===== config.mk =====
export PLATFORM = sky130hd
export DESIGN_NAME = video_coord_tracker
export DESIGN_NICKNAME = d
export VERILOG_FILES = /design/src/rtl/video_coord_tracker.sv
export SDC_FILE = /design/constraint.sdc
export NUM_CORES = 1
export LEC_CHECK = 0
export BUFFER_PORTS_ARGS = -buffer_cell sky130_fd_sc_hd__clkbuf_2
export CORE_ASPECT_RATIO = 0.8
export CORE_MARGIN = 4
export CORE_UTILIZATION = 45
export DETAILED_ROUTE_END_ITERATION = 8
export PLACE_DENSITY = 0.66
export SYNTH_ARGS = -nofsm -noshare
export SYNTH_HDL_FRONTEND = slang
export SYNTH_SLANG_ARGS = --single-unit

===== constraint.sdc =====
create_clock -name clk -period 2.4 [get_ports clk]
set_input_delay 0.24 -clock clk [delete_from_list [all_inputs] [get_ports clk]]
set_output_delay 0.24 -clock clk [all_outputs]
set_load 0.02 [all_outputs]

===== src/rtl/video_coord_tracker.sv =====
// AXI4-Stream video register slice that tags every forwarded beat with its pixel column/row
// and flags line-length and frame-height violations with sticky error bits.
module video_coord_tracker #(
  parameter int COLOR_WIDTH = 8,
  parameter int H_ACTIVE    = 1920,
  parameter int V_ACTIVE    = 1080,
  parameter int COORD_WIDTH = 11
) (
  input  logic                     clk,
  input  logic                     aresetn,
  input  logic [3*COLOR_WIDTH-1:0] video_in_tdata,
  input  logic                     video_in_tlast,
  input  logic                     video_in_tuser,
  input  logic                     video_in_tvalid,
  output logic                     video_in_tready,
  output logic [3*COLOR_WIDTH-1:0] video_out_tdata,
  output logic                     video_out_tlast,
  output logic                     video_out_tuser,
  output logic                     video_out_tvalid,
  input  logic                     video_out_tready,
  output logic [COORD_WIDTH-1:0]   video_out_X,
  output logic [COORD_WIDTH-1:0]   video_out_Y,
  output logic [15:0]              frame_count,
  output logic                     err_eol_early,
  output logic                     err_eol_late,
  output logic                     err_sof_early,
  input  logic                     err_clear
);

  localparam int DW = 3 * COLOR_WIDTH;
  localparam logic [COORD_WIDTH-1:0] C_MAX  = '1;
  localparam logic [COORD_WIDTH-1:0] X_LAST = COORD_WIDTH'(H_ACTIVE - 1);
  localparam logic [COORD_WIDTH-1:0] Y_LAST = COORD_WIDTH'(V_ACTIVE - 1);

  typedef struct packed {
    logic [DW-1:0]          data;
    logic                   last;
    logic                   user;
    logic [COORD_WIDTH-1:0] x;
    logic [COORD_WIDTH-1:0] y;
  } beat_t;

  typedef enum logic {WAIT_SOF, ACTIVE} state_t;

  state_t                 state_reg;
  beat_t                  main_reg, skid_reg, in_beat;
  logic                   main_valid_reg, skid_valid_reg, ready_reg;
  logic [COORD_WIDTH-1:0] prev_x_reg, prev_y_reg, x_new, y_new;
  logic                   prev_last_reg;
  logic [15:0]            frame_count_reg;
  logic                   early_reg, late_reg, sof_reg;
  logic                   accept, forward, early_set, late_set, sof_set;

  assign accept  = video_in_tvalid & ready_reg;
  // Before the first SOF everything is swallowed so the filter never sees a partial frame.
  assign forward = accept & ((state_reg == ACTIVE) | video_in_tuser);

  always_comb begin
    x_new = '0;
    y_new = '0;
    if (state_reg == ACTIVE && !video_in_tuser) begin
      if (prev_last_reg) begin
        y_new = (prev_y_reg == C_MAX) ? C_MAX : prev_y_reg + COORD_WIDTH'(1);
      end else begin
        x_new = (prev_x_reg == C_MAX) ? C_MAX : prev_x_reg + COORD_WIDTH'(1);
        y_new = prev_y_reg;
      end
    end
  end

  assign in_beat   = {video_in_tdata, video_in_tlast, video_in_tuser, x_new, y_new};
  assign early_set = forward & video_in_tlast & (x_new < X_LAST);
  assign late_set  = forward & !video_in_tlast & (x_new == X_LAST);
  assign sof_set   = forward & video_in_tuser & (state_reg == ACTIVE) &
                     !(prev_last_reg & (prev_y_reg == Y_LAST));

  // Slice: a beat only lands in the skid when the main entry is stalled downstream.
  always_ff @(posedge clk or negedge aresetn) begin
    if (!aresetn) begin
      main_reg       <= '0;
      skid_reg       <= '0;
      main_valid_reg <= 1'b0;
      skid_valid_reg <= 1'b0;
      ready_reg      <= 1'b0;
    end else if (main_valid_reg && !video_out_tready) begin
      if (forward) begin
        skid_reg       <= in_beat;
        skid_valid_reg <= 1'b1;
      end
      ready_reg <= !(skid_valid_reg | forward);
    end else if (skid_valid_reg) begin
      main_reg       <= skid_reg;
      main_valid_reg <= 1'b1;
      skid_valid_reg <= 1'b0;
      ready_reg      <= 1'b1;
    end else begin
      if (forward) main_reg <= in_beat;
      main_valid_reg <= forward;
      ready_reg      <= 1'b1;
    end
  end

  always_ff @(posedge clk or negedge aresetn) begin
    if (!aresetn) begin
      state_reg       <= WAIT_SOF;
      prev_x_reg      <= '0;
      prev_y_reg      <= '0;
      prev_last_reg   <= 1'b0;
      frame_count_reg <= '0;
      early_reg       <= 1'b0;
      late_reg        <= 1'b0;
      sof_reg         <= 1'b0;
    end else begin
      if (forward) begin
        state_reg     <= ACTIVE;
        prev_x_reg    <= x_new;
        prev_y_reg    <= y_new;
        prev_last_reg <= video_in_tlast;
        if (video_in_tuser) frame_count_reg <= frame_count_reg + 16'd1;
      end
      // A new error in the same cycle as a clear must survive.
      early_reg <= (early_reg & !err_clear) | early_set;
      late_reg  <= (late_reg & !err_clear) | late_set;
      sof_reg   <= (sof_reg & !err_clear) | sof_set;
    end
  end

  assign video_in_tready  = ready_reg;
  assign video_out_tvalid = main_valid_reg;
  assign video_out_tdata  = main_reg.data;
  assign video_out_tlast  = main_reg.last;
  assign video_out_tuser  = main_reg.user;
  assign video_out_X      = main_reg.x;
  assign video_out_Y      = main_reg.y;
  assign frame_count      = frame_count_reg;
  assign err_eol_early    = early_reg;
  assign err_eol_late     = late_reg;
  assign err_sof_early    = sof_reg;

endmodule


==> metrics.log, run 1 <==
[metrics] run status: finished clean
[metrics] unrepaired setup endpoints after global routing: false
[metrics] share of cells above drive strength 1: 0.203
[metrics] clock network fraction of total power: 0.383
[metrics] capturing element type of the critical path: flop
[metrics] most common library cell in the layout ignoring fill and taps: sky130_fd_sc_hd__nand2_1
[metrics] Most common cell on crit path: sky130_fd_sc_hd__o21ai_0
[metrics] Slew HR: 0.578
[metrics] number of flip-flops in the largest register: between 40 and 50
[metrics] area of the die: ~16000 um2
[metrics] depth of the worst hold-timing path: 3
[metrics] area overhead of the layout relative to synthesis: 20.0%
[metrics] Antenna Violating Nets Remaining: 0
[metrics] commonest non-fill, non-tap cells in the layout: 191 x sky130_fd_sc_hd__nand2_1, 141 x sky130_fd_sc_hd__dfrtp_1, 98 x sky130_fd_sc_hd__clkbuf_2
[metrics] Seq/Total Area, Yosys: 0.547
[metrics] Port-buffer cells: 99
[metrics] Worst path slowest cell: sky130_fd_sc_hd__nor4_1
[metrics] Final Hold Viols: 0
[metrics] Final Core Density: 0.563
[metrics] R2R Setup Slk: roughly 0.35 ns
[metrics] clock latency of the later-clocked register in the worst-skew pair: ~0.42 ns
[metrics] post-layout min period: just over 2 ns
[metrics] number of instances in the synthesized netlist: between 600 and 700
[metrics] width of the die: 142 um
[metrics] max_cap viols: 0
[metrics] vias in the first global route: around 5300
[metrics] number of placement rows: 38
[metrics] CTS buffer count: 17
[metrics] mean instance size in the synthesized netlist: 9.64 um2
[metrics] initial antenna violation count: 0
[metrics] async set or reset register ratio after synthesis: 1.00
[metrics] Core Area: about 14000 um2
[metrics] vias after detailed routing: just over 5000
[metrics] y dimension of the die: between 100 and 150 um
[metrics] total iterations of the first detailed-routing run: 5
[metrics] cell area power density: roughly 960 nW/um2
[metrics] R2R cell count: 6
[metrics] Initial Util: 0.470
[metrics] global-route wire length before repair: 25600 um
[metrics] final clock skew: roughly 0.0043 ns
[metrics] CTS Sinks: 142
[metrics] delay-heaviest family, CP: simple AND/OR/NAND/NOR gates
[metrics] worst-case clock buffer depth: 2
[metrics] kind of start point of the critical path: flop
[metrics] post-route fraction of the period consumed by the critical path: 0.855
[metrics] series of cell instances along the critical path: ha_1 -> nand3_1 -> nor4_1 -> o21ai_0 -> o21ai_0 -> o21a_1
[metrics] routed via count divided by cell count: between 5 and 6
[metrics] CP required: 2.76 ns
[metrics] final-layout setup total negative slack: 0 ns
[metrics] clock transition at the register clock pins on the worst setup and hold paths after CTS: approximately 0.060 ns
[metrics] number of register bits inferred by synthesis: around 140
[metrics] post-synth net total: a little over 700
[metrics] post-synthesis instance area: roughly 6500 um2
[metrics] Final HPWL DP: 10300 um
[metrics] logic depth of the worst path, buffers included: 6
[metrics] # diodes: 0
[metrics] Critical Path End: video_out_Y[1]
[metrics] Worst Hold Class: input pin to flop
[metrics] kind of critical path: flop to flop
[metrics] Pint: about 5.3 mW
[metrics] slowest stage delay, CP: 0.59 ns
[metrics] Yosys warnings: 0
[metrics] CP bufs+invs: 0
[metrics] switching share of power: 0.300
[metrics] leftover overflow at the end of global routing: 0
[metrics] buffers inserted during post-CTS setup optimization: 0
[metrics] final routed DRC violation total: 0
[metrics] top achievable clock speed: a little under 0.5 GHz
[metrics] Leakage Power: approximately 3.6 nW
[metrics] total routed wirelength: 15100 um
[metrics] pin count of the biggest net entering global routing: 60
[metrics] Iteration-0 DRC Markers: 457
[metrics] GRT Resource Usage Total: 0.195
[metrics] total net switching power: approximately 2.3 mW
[metrics] total area of multi-input combinational cells: 2690 um2
[metrics] leading register cell type out of synthesis: sky130_fd_sc_hd__dfrtp_1
[metrics] startpoint of the worst register-to-register path: prev_y_reg[0]
[metrics] Worst Path Arrival: ~2.4 ns
[metrics] portion of total power attributed to combinational logic: 0.199
[metrics] Worst R2R End: video_out_Y[1]
[metrics] max-slew violation count: 0
[metrics] final RePlAce weighted congestion: 0.904
[metrics] Avg WL per Cell: 15.8 um
[metrics] Critical path origin: prev_y_reg[0]
[metrics] count of pins on the block boundary: 100
[metrics] number of levels in the clock H-tree: 4
[metrics] final-report setup violation count: 0
[metrics] area of all sequential standard cells: between 3000 and 4000 um2
[metrics] CP Max Fanout: 5
[metrics] Reg power frac: 0.418
[metrics] worst IR drop on VDD: between 0.5 and 0.6 mV
[metrics] transition time of the tightest slew-check pin: a little over 0.6 ns
[metrics] number of flops mapped to enable cells by yosys: 0
[metrics] number of fill cells in the layout: 1200
[metrics] cell at the root of the clock tree: sky130_fd_sc_hd__clkbuf_16
[metrics] CTS tree: done
[metrics] post-synth cell types: 51
[metrics] post-layout net count: slightly below 800
-- stage by stage --
stage / instance area [um2] / instances / setup slack [ns] / hold slack [ns] / power (mW)
after global routing: 7790 / 954 / 0.107 / 0.0212 / 7.90
final: 7790 / 954 / 0.349 / 0.0287 / 7.51
after CTS: 7790 / 954 / 0.364 / 0.0109 / 7.59
after detailed placement: 7140 / 922 / 0.392 / 0.261 / 4.69
after global placement: 7140 / 922 / 0.446 / 0.252 / 4.63
after floorplan: 6500 / 674 / 0.721 / -0.0556 / 4.10
-- worst min path at each step --
stage / startpoint / end / slack, ns
after global placement: aresetn / video_out_X[2] / 0.25
after global routing: video_in_tdata[16] / skid_reg[40] / 0.02
after detailed placement: aresetn / video_out_X[2] / 0.26
after CTS: video_in_tdata[1] / skid_reg[25] / 0.01
after floorplan: aresetn / err_eol_early / -0.06
final: video_in_tdata[23] / skid_reg[47] / 0.03
-- routing by layer --
metal	global-route usage	up-vias	part of all wire
met5	0	-	0
met2	0.323	104	0.48
met3	0.0466	25	0.043
met1	0.251	2511	0.46
met4	0.0728	0	0.018
li1	-	2495	-
-- synthesized netlist by cell type (all sizes together) (2+ instances only) --
library cell / number / area [um2]
nand4: 10 / 62.6
and3: 7 / 45.1
o31ai: 4 / 30.0
and4: 4 / 36.3
o21ai: 86 / 438
o211ai: 17 / 128
xor2: 5 / 43.8
dfrtp: 142 / 3550
nand2b: 5 / 31.3
a32o: 2 / 20.0
a21boi: 2 / 15.0
or3: 2 / 12.5
nand3: 14 / 82.6
mux2i: 29 / 290
inv: 6 / 22.5
o2111ai: 2 / 17.5
o21a: 19 / 143
buf: 23 / 156
nand2: 192 / 721
nor2: 19 / 71.3
ha: 3 / 37.5
a41o: 3 / 30.0
a21oi: 10 / 50.1
a31oi: 2 / 12.5
xnor2: 15 / 131
nor2b: 3 / 18.8
nor3: 6 / 35.0
clkbuf: 22 / 85.1
nor4: 3 / 18.8
mux2: 4 / 45.0
-- power by group through the flow --
stage               sequential (mW)  combinational, mW  clock [mW]
finish                         3.14               1.50        2.87
global route                   3.20               1.68        3.02
CTS                            3.14               1.53        2.92
detailed placement             3.18               1.52           0
global placement               3.15               1.48           0
floorplan                      3.44              0.666           0
-- worst register-to-register path: cells and delay by family, from the launching register on --
kind,cells,cell delay [ns]
compound gates,3,0.60
flops,1,0.40
fa+ha+maj,1,0.25
simple gates,2,0.74
-- repair_timing --
action                                 CTS  global route
hold buffers                             1             0
resized for setup                        0             0
endpoints found under the hold margin   56             0
-- area by class of cell --
type | instances | area share
flip-flops and latches | 142 | 0.456
multi-input cells | 481 | 0.345
repair buffers | 114 | 0.0839
clock buffers | 20 | 0.0586
well taps | 180 | 0.0289
clock inverters | 11 | 0.0242
inverters | 6 | 0.00289
-- kinds of logic after synthesis --
group	share of synthesized area
and+or+nand+nor	0.180
AOI/OAI and AO/OA	0.148
DFF	0.547
buffers and inverters	0.0406
muxes	0.0516
xor gates and xnor gates	0.0270
adders and majority gates	0.00578
No activity file was read; power rests on OpenSTA's default activity.
==> run 2: changes to the inputs <==
CORE_UTILIZATION = 57   (was 45)
PLACE_DENSITY = 0.8   (was 0.66)
==> metrics.log, run 2 (synthesis gave the netlist of run 1 again) <==
[metrics] Leakage Power: 3.63 nW (about the same)
[metrics] post-layout net count: 795 (-0.13%)
[metrics] met1 usage in global routing: 0.328 (+0.0763)
[metrics] CTS buffer count: 17 (unchanged)
[metrics] final-report setup violation count: 0 (unchanged)
[metrics] leftover overflow at the end of global routing: 0 (unchanged)
[metrics] area overhead of the layout relative to synthesis: 19.0%
[metrics] R2R Setup Slk: 0.30 ns (-0.05 ns)
[metrics] Iteration-0 DRC Markers: 543 (+19%)
[metrics] Antenna Violating Nets Remaining: 0 (unchanged)
[metrics] CP required: 2.75 ns (about the same)
[metrics] Port-buffer cells: 99 (unchanged)
[metrics] max-slew violation count: 0 (unchanged)
[metrics] routed via count divided by cell count: 5.81 (+8.0%)
[metrics] clock latency of the later-clocked register in the worst-skew pair: 0.42 ns (about the same)
[metrics] Worst Hold Launch: video_in_tdata[18]
[metrics] Core Area: 11000 um2 (-20%)
[metrics] Avg WL per Cell: 17.0 um (+7.1%)
[metrics] y dimension of the die: 103 um (-10%)
[metrics] area of the die: 13200 um2 (-20%)
[metrics] kind of start point of the critical path: flop
[metrics] initial antenna violation count: 0 (unchanged)
[metrics] cell at the root of the clock tree: sky130_fd_sc_hd__clkbuf_16
[metrics] post-route fraction of the period consumed by the critical path: 0.876 (+0.0215)
[metrics] Post-Place Cell Area: 7090 um2 (-0.74%)
[metrics] CP Max Fanout: 5 (unchanged)
[metrics] R2R cell count: 6 (unchanged)
[metrics] max_cap viols: 0 (unchanged)
[metrics] unrepaired setup endpoints after global routing: false
[metrics] GRT Resource Usage Total: 0.244 (+0.0488)
[metrics] Initial Util: 0.590 (+0.120)
[metrics] global-route wire length before repair: 25800 um (+0.97%)
[metrics] number of placement rows: 34 (-11%)
[metrics] CTS tree: done
[metrics] final-layout setup total negative slack: 0 ns (unchanged)
[metrics] pin count of the biggest net entering global routing: 84 (+40%)
[metrics] total iterations of the first detailed-routing run: 5 (unchanged)
[metrics] Worst R2R End: video_out_Y[1]
[metrics] vias after detailed routing: 5331 (+3.8%)
[metrics] Final Hold Viols: 0 (unchanged)
[metrics] capturing element type of the critical path: flop
[metrics] transition time of the tightest slew-check pin: 0.763 ns (+0.140 ns)
[metrics] GRT busiest layer: met2
[metrics] share of cells above drive strength 1: 0.202 (-0.00103)
[metrics] CTS Sinks: 142 (unchanged)
[metrics] final routed DRC violation total: 0 (unchanged)
[metrics] worst-case clock buffer depth: 2 (unchanged)
[metrics] most common library cell in the layout ignoring fill and taps: sky130_fd_sc_hd__nand2_1
[metrics] final RePlAce weighted congestion: 0.953 (+5.4%)
[metrics] Worst Hold Class: input pin to flop
[metrics] width of the die: 127 um (-11%)
[metrics] number of levels in the clock H-tree: 4 (unchanged)
[metrics] final clock skew: 0.0120 ns (+0.00775 ns)
[metrics] Final HPWL DP: 10400 um (+0.77%)
[metrics] post-layout min period: 2.10 ns (+0.0515 ns)
[metrics] startpoint of the worst register-to-register path: prev_y_reg[0]
[metrics] cell area power density: 974 nW/um2 (+1.1%)
[metrics] # diodes: 0 (unchanged)
[metrics] kind of critical path: flop to flop
[metrics] fin area: 7730 um2 (-0.80%)
[metrics] WHS Endpoint: skid_reg[42]
[metrics] top achievable clock speed: 0.476 GHz (-2.5%)
[metrics] Worst Path Arrival: 2.46 ns (+0.05 ns)
[metrics] depth of the worst hold-timing path: 3 (unchanged)
[metrics] clock transition at the register clock pins on the worst setup and hold paths after CTS: 0.06 ns (about the same)
[metrics] run status: finished clean
[metrics] count of pins on the block boundary: 100 (unchanged)
[metrics] buffers inserted during post-CTS setup optimization: 0 (unchanged)
[metrics] met3 track demand over resource: 0.0529 (+0.00626)
[metrics] number of flip-flops in the largest register: 48 (unchanged)
[metrics] total routed wirelength: 15600 um (+3.0%)
[metrics] grt met2 use: 0.404 (+0.0812)
[metrics] commonest non-fill, non-tap cells in the layout: 191 x sky130_fd_sc_hd__nand2_1, 141 x sky130_fd_sc_hd__dfrtp_1, 98 x sky130_fd_sc_hd__clkbuf_2
[metrics] vias in the first global route: 5247 (-0.057%)
[metrics] worst IR drop on VDD: 0.602 mV (+9.8%)
[metrics] Slew HR: 0.491 (-0.0865)
-- run 2: changes by cell type in the layout (fill, tap and decap cells not counted) --
| cell | before | now |
|---|---|---|
| sky130_fd_sc_hd__buf_4 | 11 | 10 |
| sky130_fd_sc_hd__clkbuf_8 | 2 | 1 |
| sky130_fd_sc_hd__clkinv_2 | 3 | 5 |
| sky130_fd_sc_hd__clkinv_4 | 1 | 2 |
| sky130_fd_sc_hd__clkinvlp_4 | 2 | 0 |
-- run 2: how the worst max path moves through the flow --
stage | start | to | slack (ns) | cells past startpoint
global placement | prev_y_reg[0] | video_out_Y[3] | 0.48 | 6
detailed placement | prev_y_reg[0] | video_out_Y[1] | 0.39 | 6
finish | prev_y_reg[0] | video_out_Y[1] | 0.30 | 6
CTS | prev_y_reg[0] | video_out_Y[1] | 0.32 | 6
floorplan | prev_x_reg[0] | err_eol_late | 0.72 | 6
global route | prev_y_reg[0] | video_out_Y[3] | 0.02 | 6
-- run 2: critical path, cell delays in order, from the launching register on --
cell	delay, ns
sky130_fd_sc_hd__dfrtp_1	0.40
sky130_fd_sc_hd__ha_1	0.25
sky130_fd_sc_hd__nand3_1	0.14
sky130_fd_sc_hd__nor4_1	0.59
sky130_fd_sc_hd__o21ai_0	0.30
sky130_fd_sc_hd__o21ai_0	0.23
sky130_fd_sc_hd__o21a_1	0.14
-- run 2: power breakdown --
group / leakage (nW) / internal (mW) / total [mW] / switching [mW]
Sequential: 1.84 / 2.83 / 3.15 / 0.323
Combinational: 1.48 / 0.535 / 1.52 / 0.985
Clock: 0.316 / 1.86 / 2.86 / 0.997
-- run 2: metal layers --
| layer | share of wire | vias to the layer above |
|---|---|---|
| met5 | 0 | - |
| met4 | 0.016 | 0 |
| met3 | 0.048 | 27 |
| met2 | 0.50 | 176 |
| met1 | 0.44 | 2632 |
| li1 | - | 2496 |
-- run 2: area by class of cell --
class	instances	area (um2)
Clock buffer	19	443
Clock inverter	12	193
Fill cell	802	3290
Inverter	6	22.5
Multi-Input combinational cell	481	2690
Sequential cell	142	3550
Tap cell	144	180
Timing Repair Buffer	113	647
-- run 2: metrics by stage --
step	hold slack, ns	util	power, mW	setup slack [ns]	cells
detailed placement	0.333	0.643	4.70	0.394	885
floorplan	-0.0556	-	4.10	0.721	674
finish	0.0318	0.702	7.53	0.297	917
global placement	0.320	0.643	4.61	0.477	885
global route	0.0445	0.702	7.85	0.0183	917
CTS	0.0232	0.702	7.56	0.320	917
-- run 2: repair_timing --
item | 4_1_cts | 5_1_grt
hold buffers | 1 | 0
endpoints found under the hold margin | 81 | 0
endpoints found under the setup margin | 0 | 0
gates resized for setup | 0 | 0
==> run 3: changes to the inputs <==
CORE_UTILIZATION = 35   (was 57)
PLACE_DENSITY = not set   (was 0.8)
SETUP_SLACK_MARGIN = 0.15   (was not set)
==> metrics.log, run 3 (synthesis gave the netlist of run 1 again) <==
[metrics] run status: finished clean
[metrics] CTS buffer count: 17 (unchanged)
[metrics] post-layout net count: 801 (+0.75%)
[metrics] global-route wire length before repair: 26000 um (+0.69%)
[metrics] Antenna Violating Nets Remaining: 0 (unchanged)
[metrics] post-route fraction of the period consumed by the critical path: 0.844 (-0.0326)
[metrics] y dimension of the die: 130 um (+25%)
[metrics] startpoint of the worst register-to-register path: state_reg
[metrics] area of the die: 20800 um2 (+58%)
[metrics] Worst R2R End: video_out_X[7]
[metrics] series of cell instances along the critical path: o211a_1 -> nor2_1 -> nor2_2 -> buf_12 -> o211ai_1 -> o21a_1
[metrics] clock transition at the register clock pins on the worst setup and hold paths after CTS: 0.06 ns (about the same)
[metrics] Pwr Total: 7.48 mW (-0.61%)
[metrics] vias in the first global route: 4927 (-6.1%)
[metrics] Final Hold Viols: 0 (unchanged)
[metrics] pin count of the biggest net entering global routing: 56 (-33%)
[metrics] final-layout setup total negative slack: 0 ns (unchanged)
[metrics] clock network fraction of total power: 0.380 (about the same)
[metrics] max_cap viols: 0 (unchanged)
[metrics] buffers inserted during post-CTS setup optimization: 0 (unchanged)
[metrics] CP required: 2.71 ns (-0.04 ns)
[metrics] transition time of the tightest slew-check pin: 0.613 ns (-0.151 ns)
[metrics] GRT Resource Usage Total: 0.156 (-0.0879)
[metrics] CTS tree: done
[metrics] total routed wirelength: 15400 um (-1.3%)
[metrics] vias after detailed routing: 5003 (-6.2%)
[metrics] total net switching power: 2.33 mW (+0.93%)
[metrics] Initial Util: 0.358 (-0.232)
[metrics] Worst Hold Launch: video_in_tdata[1]
[metrics] R2R cell count: 6 (unchanged)
[metrics] width of the die: 160 um (+26%)
[metrics] number of flip-flops in the largest register: 48 (unchanged)
[metrics] switching share of power: 0.311 (+0.00475)
[metrics] final-report setup violation count: 0 (unchanged)
[metrics] area overhead of the layout relative to synthesis: 21.9%
[metrics] kind of critical path: flop to flop
[metrics] kind of start point of the critical path: flop
[metrics] Leakage Power: 3.66 nW (+0.65%)
[metrics] total iterations of the first detailed-routing run: 5 (unchanged)
[metrics] Worst Hold Class: input pin to flop
[metrics] Reg power frac: 0.418 (about the same)
[metrics] leftover overflow at the end of global routing: 0 (unchanged)
[metrics] Final HPWL DP: 10300 um (-0.50%)
[metrics] final routed DRC violation total: 0 (unchanged)
[metrics] number of placement rows: 44 (+29%)
[metrics] final RePlAce weighted congestion: 0.811 (-15%)
[metrics] Iteration-0 DRC Markers: 383 (-29%)
[metrics] count of pins on the block boundary: 100 (unchanged)
[metrics] worst IR drop on VDD: 0.486 mV (-19%)
[metrics] share of cells above drive strength 1: 0.210 (+0.00845)
[metrics] initial antenna violation count: 0 (unchanged)
[metrics] Worst Path Arrival: 2.34 ns (-0.12 ns)
[metrics] Slew HR: 0.591 (+0.0997)
[metrics] max-slew violation count: 0 (unchanged)
[metrics] R2R Setup Slk: 0.38 ns (+0.08 ns)
[metrics] clock latency of the later-clocked register in the worst-skew pair: 0.42 ns (about the same)
[metrics] number of levels in the clock H-tree: 4 (unchanged)
[metrics] capturing element type of the critical path: flop
[metrics] Worst path slowest cell: sky130_fd_sc_hd__nor2_2
[metrics] worst-case clock buffer depth: 2 (unchanged)
[metrics] commonest non-fill, non-tap cells in the layout: 191 x sky130_fd_sc_hd__nand2_1, 141 x sky130_fd_sc_hd__dfrtp_1, 98 x sky130_fd_sc_hd__clkbuf_2
[metrics] Port-buffer cells: 99 (unchanged)
[metrics] depth of the worst hold-timing path: 3 (unchanged)
[metrics] Pint: 5.16 mW (-1.3%)
[metrics] top achievable clock speed: 0.494 GHz (+3.9%)
[metrics] cell at the root of the clock tree: sky130_fd_sc_hd__clkbuf_16
[metrics] routed via count divided by cell count: 4.95 (-15%)
[metrics] final clock skew: 0.00749 ns (-0.00456 ns)
[metrics] unrepaired setup endpoints after global routing: false
[metrics] WHS Endpoint: skid_reg[25]
[metrics] # diodes: 0 (unchanged)
[metrics] most common library cell in the layout ignoring fill and taps: sky130_fd_sc_hd__nand2_1
[metrics] post-layout min period: 2.02 ns (-0.0782 ns)
[metrics] CP Max Fanout: 18 (+13)
[metrics] Avg WL per Cell: 15.2 um (-10%)
[metrics] cell area power density: 945 nW/um2 (-2.9%)
[metrics] portion of total power attributed to combinational logic: 0.202 (about the same)
[metrics] Core Area: 18200 um2 (+65%)
[metrics] CTS Sinks: 142 (unchanged)
[metrics] slowest stage delay, CP: 0.48 ns (-0.11 ns)
run 3: worst max path at each step:
stage | end | slack [ns] | from
after floorplan | err_eol_late | 0.72 | prev_x_reg[0]
after global placement | video_out_X[7] | 0.43 | state_reg
after detailed placement | video_out_X[7] | 0.38 | state_reg
after CTS | video_out_X[7] | 0.36 | state_reg
after global routing | err_eol_early | 0.17 | prev_x_reg[0]
final | video_out_X[7] | 0.38 | state_reg
run 3: power groups by stage:
stage	Combinational (mW)	Clock (mW)	Sequential (mW)
after floorplan	0.666	0	3.44
after global placement	1.52	0	3.17
after detailed placement	1.54	0	3.17
after CTS	1.54	2.93	3.13
after global routing	1.70	3.03	3.19
final	1.51	2.84	3.13
run 3: area by class of cell:
class / instances / area, um2
Timing Repair Buffer: 119 / 719
Clock inverter: 13 / 188
Fill cell: 1805 / 10200
Multi-Input combinational cell: 481 / 2700
Clock buffer: 19 / 443
Sequential cell: 142 / 3550
Tap cell: 230 / 288
Inverter: 6 / 22.5
run 3: per-layer routing:
layer,part of all wire,track usage
met4,0.015,0.0521
met2,0.42,0.227
met1,0.52,0.227
met3,0.051,0.0404
met5,0,0
run 3: critical path, delay by kind of cell, from the launching register on:
| kind | cells | cell delay (ns) |
|---|---|---|
| AO/OA/AOI/OAI | 3 | 0.64 |
| AND/OR/NAND/NOR | 2 | 0.62 |
| flip-flops | 1 | 0.44 |
| buffers and inverters | 1 | 0.22 |
run 3: per-stage QoR:
| stage | area [um2] | hold WS, ns | utilization | std cells | worst slack (ns) |
|---|---|---|---|---|---|
| final | 7920 | 0.0238 | 0.436 | 1010 | 0.376 |
| after global routing | 7920 | 0.0187 | 0.436 | 1010 | 0.175 |
| after CTS | 7910 | 0.00306 | 0.435 | 1010 | 0.359 |
| after detailed placement | 7260 | 0.235 | 0.400 | 976 | 0.375 |
| after global placement | 7260 | 0.237 | 0.400 | 976 | 0.428 |
| after floorplan | 6500 | -0.0556 | - | 674 | 0.721 |
run 3: timing repair:
action                                  4_1_cts  5_1_grt
endpoints found under the setup margin        0        1
hold buffers                                  2        0
endpoints found under the hold margin        48        0
resized for setup                             0        1
